--- src/rtl/pipeline_hazard_ctrl.sv ---
// Hazard/control unit for a 5-stage IF/ID/EX/MEM/WB pipeline: freeze, branch flush, load-use stall, forwarding.
// Optional performance counters are built when PIPELINE_HAZARD_CTRL_PERF_EN is defined.
module pipeline_hazard_ctrl #(
    parameter int REG_ADDR_W   = 5,
    parameter int BRANCH_STAGE = 2,
    parameter int TIMEOUT_W    = 4,
    parameter int CNT_W        = 16
) (
    input  logic                  i_clk,
    input  logic                  i_reset,
    input  logic [REG_ADDR_W-1:0] i_rs_id,
    input  logic [REG_ADDR_W-1:0] i_rt_id,
    input  logic                  i_uses_rt_id,
    input  logic [REG_ADDR_W-1:0] i_rs_ex,
    input  logic [REG_ADDR_W-1:0] i_rt_ex,
    input  logic [REG_ADDR_W-1:0] i_rd_ex,
    input  logic                  i_memread_ex,
    input  logic                  i_regwrite_ex,
    input  logic [REG_ADDR_W-1:0] i_rd_mem,
    input  logic [REG_ADDR_W-1:0] i_rd_wb,
    input  logic                  i_regwrite_mem,
    input  logic                  i_regwrite_wb,
    input  logic                  i_branch_taken,
    input  logic                  i_mem_req,
    input  logic                  i_mem_ready,
    output logic                  o_pc_write,
    output logic                  o_if_id_write,
    output logic                  o_id_ex_write,
    output logic                  o_ex_mem_write,
    output logic                  o_mem_wb_write,
    output logic                  o_if_id_flush,
    output logic                  o_id_ex_flush,
    output logic                  o_ex_mem_flush,
    output logic [1:0]            o_forward_a,
    output logic [1:0]            o_forward_b,
    output logic                  o_valid_id,
    output logic                  o_valid_ex,
    output logic                  o_valid_mem,
    output logic                  o_valid_wb,
    output logic                  o_mem_timeout,
    output logic [CNT_W-1:0]      o_load_use_cnt,
    output logic [CNT_W-1:0]      o_flush_cnt,
    output logic [CNT_W-1:0]      o_mem_wait_cnt
);

    generate
        if (BRANCH_STAGE != 1 && BRANCH_STAGE != 2) begin : g_bad_branch_stage
            $error("pipeline_hazard_ctrl: BRANCH_STAGE must be 1 (EX) or 2 (MEM)");
        end
    endgenerate

    localparam logic [TIMEOUT_W-1:0] WAIT_MAX  = '1;
    localparam logic [TIMEOUT_W-1:0] WAIT_LAST = {{(TIMEOUT_W-1){1'b1}}, 1'b0};

    logic                 r_valid_id, r_valid_ex, r_valid_mem, r_valid_wb;
    logic [TIMEOUT_W-1:0] r_wait_cnt;
    logic                 r_timeout;

    logic w_freeze, w_branch, w_load_use, w_fwd_mem, w_fwd_wb;

    // Once timed out the pipe stays frozen regardless of mem_ready, until reset.
    assign w_freeze   = r_timeout | (r_valid_mem & i_mem_req & ~i_mem_ready);
    assign w_branch   = i_branch_taken & ((BRANCH_STAGE == 1) ? r_valid_ex : r_valid_mem);
    assign w_load_use = r_valid_ex & i_memread_ex & i_regwrite_ex & (i_rd_ex != '0) &
                        ((i_rd_ex == i_rs_id) | (i_uses_rt_id & (i_rd_ex == i_rt_id)));
    assign w_fwd_mem  = r_valid_mem & i_regwrite_mem & (i_rd_mem != '0);
    assign w_fwd_wb   = r_valid_wb & i_regwrite_wb & (i_rd_wb != '0);

    always_comb begin
        o_pc_write     = 1'b1;
        o_if_id_write  = 1'b1;
        o_id_ex_write  = 1'b1;
        o_ex_mem_write = 1'b1;
        o_mem_wb_write = 1'b1;
        o_if_id_flush  = 1'b0;
        o_id_ex_flush  = 1'b0;
        o_ex_mem_flush = 1'b0;
        if (i_reset) begin
            o_pc_write     = 1'b0;
            o_if_id_write  = 1'b0;
            o_id_ex_write  = 1'b0;
            o_ex_mem_write = 1'b0;
            o_mem_wb_write = 1'b0;
            o_if_id_flush  = 1'b1;
            o_id_ex_flush  = 1'b1;
            o_ex_mem_flush = 1'b1;
        end else if (w_freeze) begin
            o_pc_write     = 1'b0;
            o_if_id_write  = 1'b0;
            o_id_ex_write  = 1'b0;
            o_ex_mem_write = 1'b0;
            o_mem_wb_write = 1'b0;
        end else if (w_branch) begin
            o_if_id_flush  = 1'b1;
            o_id_ex_flush  = 1'b1;
            o_ex_mem_flush = (BRANCH_STAGE == 2);
        end else if (w_load_use) begin
            o_pc_write     = 1'b0;
            o_if_id_write  = 1'b0;
            o_id_ex_flush  = 1'b1;
        end
    end

    always_comb begin
        o_forward_a = 2'b00;
        o_forward_b = 2'b00;
        if (!i_reset) begin
            if (w_fwd_mem && (i_rd_mem == i_rs_ex))     o_forward_a = 2'b10;
            else if (w_fwd_wb && (i_rd_wb == i_rs_ex))  o_forward_a = 2'b01;
            if (w_fwd_mem && (i_rd_mem == i_rt_ex))     o_forward_b = 2'b10;
            else if (w_fwd_wb && (i_rd_wb == i_rt_ex))  o_forward_b = 2'b01;
        end
    end

    always_ff @(posedge i_clk) begin
        if (i_reset) begin
            r_valid_id  <= 1'b0;
            r_valid_ex  <= 1'b0;
            r_valid_mem <= 1'b0;
            r_valid_wb  <= 1'b0;
            r_wait_cnt  <= '0;
            r_timeout   <= 1'b0;
        end else if (w_freeze) begin
            if (r_wait_cnt != WAIT_MAX) r_wait_cnt <= r_wait_cnt + 1'b1;
            if (r_wait_cnt == WAIT_LAST) r_timeout <= 1'b1;
        end else begin
            r_wait_cnt  <= '0;
            r_valid_wb  <= r_valid_mem;
            r_valid_mem <= r_valid_ex & ~o_ex_mem_flush;
            r_valid_ex  <= r_valid_id & ~o_id_ex_flush;
            if (o_if_id_write) r_valid_id <= ~o_if_id_flush;
        end
    end

    assign o_valid_id    = r_valid_id;
    assign o_valid_ex    = r_valid_ex;
    assign o_valid_mem   = r_valid_mem;
    assign o_valid_wb    = r_valid_wb;
    assign o_mem_timeout = r_timeout;

`ifdef PIPELINE_HAZARD_CTRL_PERF_EN
    logic [CNT_W-1:0] r_load_use_cnt, r_flush_cnt, r_mem_wait_cnt;

    always_ff @(posedge i_clk) begin
        if (i_reset) begin
            r_load_use_cnt <= '0;
            r_flush_cnt    <= '0;
            r_mem_wait_cnt <= '0;
        end else if (w_freeze) begin
            if (r_mem_wait_cnt != '1) r_mem_wait_cnt <= r_mem_wait_cnt + 1'b1;
        end else if (w_branch) begin
            if (r_flush_cnt != '1) r_flush_cnt <= r_flush_cnt + 1'b1;
        end else if (w_load_use) begin
            if (r_load_use_cnt != '1) r_load_use_cnt <= r_load_use_cnt + 1'b1;
        end
    end

    assign o_load_use_cnt = r_load_use_cnt;
    assign o_flush_cnt    = r_flush_cnt;
    assign o_mem_wait_cnt = r_mem_wait_cnt;
`else
    assign o_load_use_cnt = '0;
    assign o_flush_cnt    = '0;
    assign o_mem_wait_cnt = '0;
`endif

endmodule

--- config.mk ---
export PLATFORM = sky130hd
export DESIGN_NAME = pipeline_hazard_ctrl
export DESIGN_NICKNAME = d
export VERILOG_FILES = /design/src/rtl/pipeline_hazard_ctrl.sv
export SDC_FILE = /design/constraint.sdc
export NUM_CORES = 1
export LEC_CHECK = 0
export CORE_MARGIN = 5
export CORE_UTILIZATION = 34
export DETAILED_ROUTE_END_ITERATION = 12
export GPL_TIMING_DRIVEN = 0
export PLACE_DENSITY_LB_ADDON = 0.05
export SLEW_MARGIN = 20
export SYNTH_ARGS = -nofsm -noshare
export SYNTH_HDL_FRONTEND = slang
export SYNTH_SLANG_ARGS = --single-unit
--- constraint.sdc ---
create_clock -name i_clk -period 3.2 [get_ports i_clk]
set_clock_uncertainty 0.15 [all_clocks]
set_input_delay 0.32 -clock i_clk [delete_from_list [all_inputs] [get_ports i_clk]]
set_output_delay 0.32 -clock i_clk [all_outputs]
set_load 0.05 [all_outputs]
==> results.sh <==
export IMPL_fmax_ghz=0.324
export IMPL_synth_top_area_frac=0.315
export IMPL_slew_headroom=0.647
export IMPL_place_inst=312
export IMPL_fillers=370
export IMPL_die_y_um=70.4
export IMPL_die_area_sq_mm=0.00496
export IMPL_cts_tree="built"
export IMPL_ys_ff_latch=9
export IMPL_htree_levels=1
export IMPL_drv_slew=0
export IMPL_placementRows=22
export IMPL_drt_initial_drc_count=19
export IMPL_fin_crit_sh=0.964
export IMPL_max_cap_viol_count=0
export IMPL_final_util=0.593
export IMPL_worst_path_max_delay_cell="clkdlybuf4s50_1"
export IMPL_synthTopCellsByArea="buf_4, xnor2_1, dfxtp_1, xor2_1, nor2_1"
export IMPL_worstPathArrival_ps=2620
export IMPL_root_buffer="clkbuf_8"
export IMPL_wire_per_inst_um=11.2
export IMPL_crit_fanout=8
export IMPL_track_usage=0.135
export IMPL_max_stage_delay_ps=790
export IMPL_cts_sinks=9
export IMPL_start_util=0.344
export IMPL_cts_buffers=3
export IMPL_worstMarginPinSlew_ps=528
export IMPL_ios=110
export IMPL_drtAntennaViolNets=0
export IMPL_yosysTopAreaCell="buf_4"
export IMPL_ir_drop_mv=0.410
export IMPL_drc=0
export IMPL_place_port_buffers=61
export IMPL_r2r_slack_ps=1560
export IMPL_cts_buffer_depth=2
export IMPL_multi_input_area_sq_um=835
export IMPL_grt_pass1_wl_um=5600
export IMPL_powerDensity_mw_per_mm2=292
export IMPL_nNetsFinal=316
export IMPL_fin_crit_ps=3090
export IMPL_hold_class="reg -> reg"
export IMPL_globalRouteOverflowTotal=0
export IMPL_worst_setup_path_start_kind="primary input"
export IMPL_p_total_mw=0.625
export IMPL_clk_pin_slew_ps=50
export IMPL_synth_distinct_cells=35
export IMPL_first_pass_iters=4
export IMPL_synthCells=156
export IMPL_cp_end_kind="primary output"
export IMPL_p_leak_nw=1.03
export IMPL_yosysWarnings=0
export IMPL_dp_slack_ps=-188
export IMPL_hold_viol=0
export IMPL_holdWs_ps=333
export IMPL_status="completed"
export IMPL_finalSetupViolCount=0
export IMPL_syn_area_per_cell_sq_um=7.96
export IMPL_crit_path_frequent_cell="clkdlybuf4s50_1"
export IMPL_routed_wl_um=3530
export IMPL_antenna_found_initial=0
export IMPL_die_x_um=70.4
export IMPL_diodes=0
export IMPL_path_delay_family="buffers and inverters"
export IMPL_worstSkewPairLatency_ps=230
export IMPL_layout_setup_ws_ps=114
export IMPL_required_ps=2730
export IMPL_regArea_sq_um=180
export IMPL_dp_hpwl_um=3090
export IMPL_cts_hold_buf=0
export IMPL_vias_per_cell=3.95
export IMPL_rsz0062_at_grt="no"
export IMPL_grt_start_max_net_pins=9
export IMPL_via_count=1248
export IMPL_ys_seq_area_frac=0.145
export IMPL_path_cells="clkdlybuf4s50_1, and3b_1, or2_1, buf_2, o21ai_1, buf_4, clkdlybuf4s50_1"
export IMPL_crit_type="in -> out"
export IMPL_stdcell_count=316
export IMPL_grt_pass1_vias=1164
export IMPL_syn_area_sq_mm=0.00124
export IMPL_areaGrowthSynthToFinish_pct=72.3
export IMPL_drive_gt1_frac=0.220
export IMPL_place_gp_congestion=0.754
export IMPL_core_area_sq_mm=0.00361
export IMPL_path_buf_inv=4
-- flip-flops by register name, indices dropped and copies added, names as in the netlist --
signal,flops
o_mem_timeout,1
o_valid_id,1
o_valid_mem,1
o_valid_wb,1
r_wait_cnt,4
o_valid_ex,1
-- cell type report --
class,instances,area share
Buffer,53,0.185
Sequential cell,9,0.0843
Clock buffer,4,0.0211
Multi-Input combinational cell,139,0.390
Tap cell,48,0.0281
Timing Repair Buffer,61,0.288
Inverter,2,0.00351
-- logic make-up (layout without fill, tap and decap cells) --
kind of cell,Yosys count,in the layout,share of synthesized area
adder cells (fa/ha/maj),2,2,0.0202
AO/OA/AOI/OAI,18,18,0.121
XOR/XNOR,31,31,0.219
flip-flops,9,9,0.145
buffers and inverters,55,120,0.325
AND/OR/NAND/NOR,40,40,0.167
other,1,48,0.00302
-- final timing paths --
path | start | end | depth (start not counted)
setup / recovery | i_mem_ready | o_if_id_flush | 7
hold / removal | o_valid_wb | o_valid_wb | 2
setup reg to reg | o_valid_mem | o_valid_id | 5
hold reg to reg | o_valid_wb | o_valid_wb | 2
-- per-stage QoR --
step	TNS [ps]	cell area [sq um]
global route	0	2140
finish	0	2140
global placement	-286	2090
CTS	0	2130
floorplan	0	1420
detailed placement	-287	2090
-- timing repair --
action                     in CTS  in global routing
resized for setup               2                  3
setup buffers                   0                  0
setup endpoints to repair       2                  3
-- power breakdown --
group	internal (mW)	leakage (nW)	switching [mW]	total (mW)
Sequential	0.118	0.0735	0.00649	0.124
Clock	0.0869	0.0228	0.0454	0.132
Combinational	0.141	0.931	0.227	0.368
Total	0.346	1.03	0.279	0.625
-- Yosys cell counts --
cell,instances
inv_1,1
o22ai_1,1
xnor2_1,21
a21bo_2,1
a211oi_2,1
ha_1,2
o21ai_1,1
a311oi_2,1
nor4_1,4
nand2_1,8
and3b_1,1
a211oi_1,1
or2_1,1
conb_1,1
a32oi_1,1
o2111a_1,2
nor3_1,3
nor3b_1,1
o41ai_1,1
nor2_1,9
o211ai_1,1
buf_4,52
dfxtp_1,9
or4_1,3
a31oi_1,3
and4_1,1
buf_2,1
nand3_1,5
xor2_1,10
clkinv_1,1
a21oi_1,2
o2111ai_1,1
nand4_1,3
and2_1,1
a31o_1,1
-- metal layers --
| layer | global-route usage | wire (um) | part of all wire | vias to the layer above |
|---|---|---|---|---|
| met3 | 0.0446 | 330 | 0.093 | 0 |
| met2 | 0.220 | 1690 | 0.48 | 55 |
| met1 | 0.179 | 1510 | 0.43 | 531 |
| li1 | - | - | - | 662 |
| met4 | 0.00638 | 0 | 0 | 0 |
| met5 | 0 | 0 | 0 | - |
-- placed cells by master (no fill, tap or decap), types with 2 or more instances in the layout --
cell type	instances
a31oi_1	3
nand2_1	8
xor2_1	10
dlygate4sd2_1	2
buf_4	52
clkbuf_8	3
nor4_1	4
or4_1	3
clkdlybuf4s50_1	56
ha_1	2
a21oi_1	2
o2111a_1	2
conb_1	48
nor3_1	3
dfxtp_1	9
nand4_1	3
nand3_1	5
nor2_1	9
dlymetal6s2s_1	3
xnor2_1	21
-- tightest hold or removal path, stage by stage, from the launching register on --
cell and delay [ps]:
dfxtp_1 320, nand2_1 60, a21oi_1 50
Power figures use the tool's default switching activity.
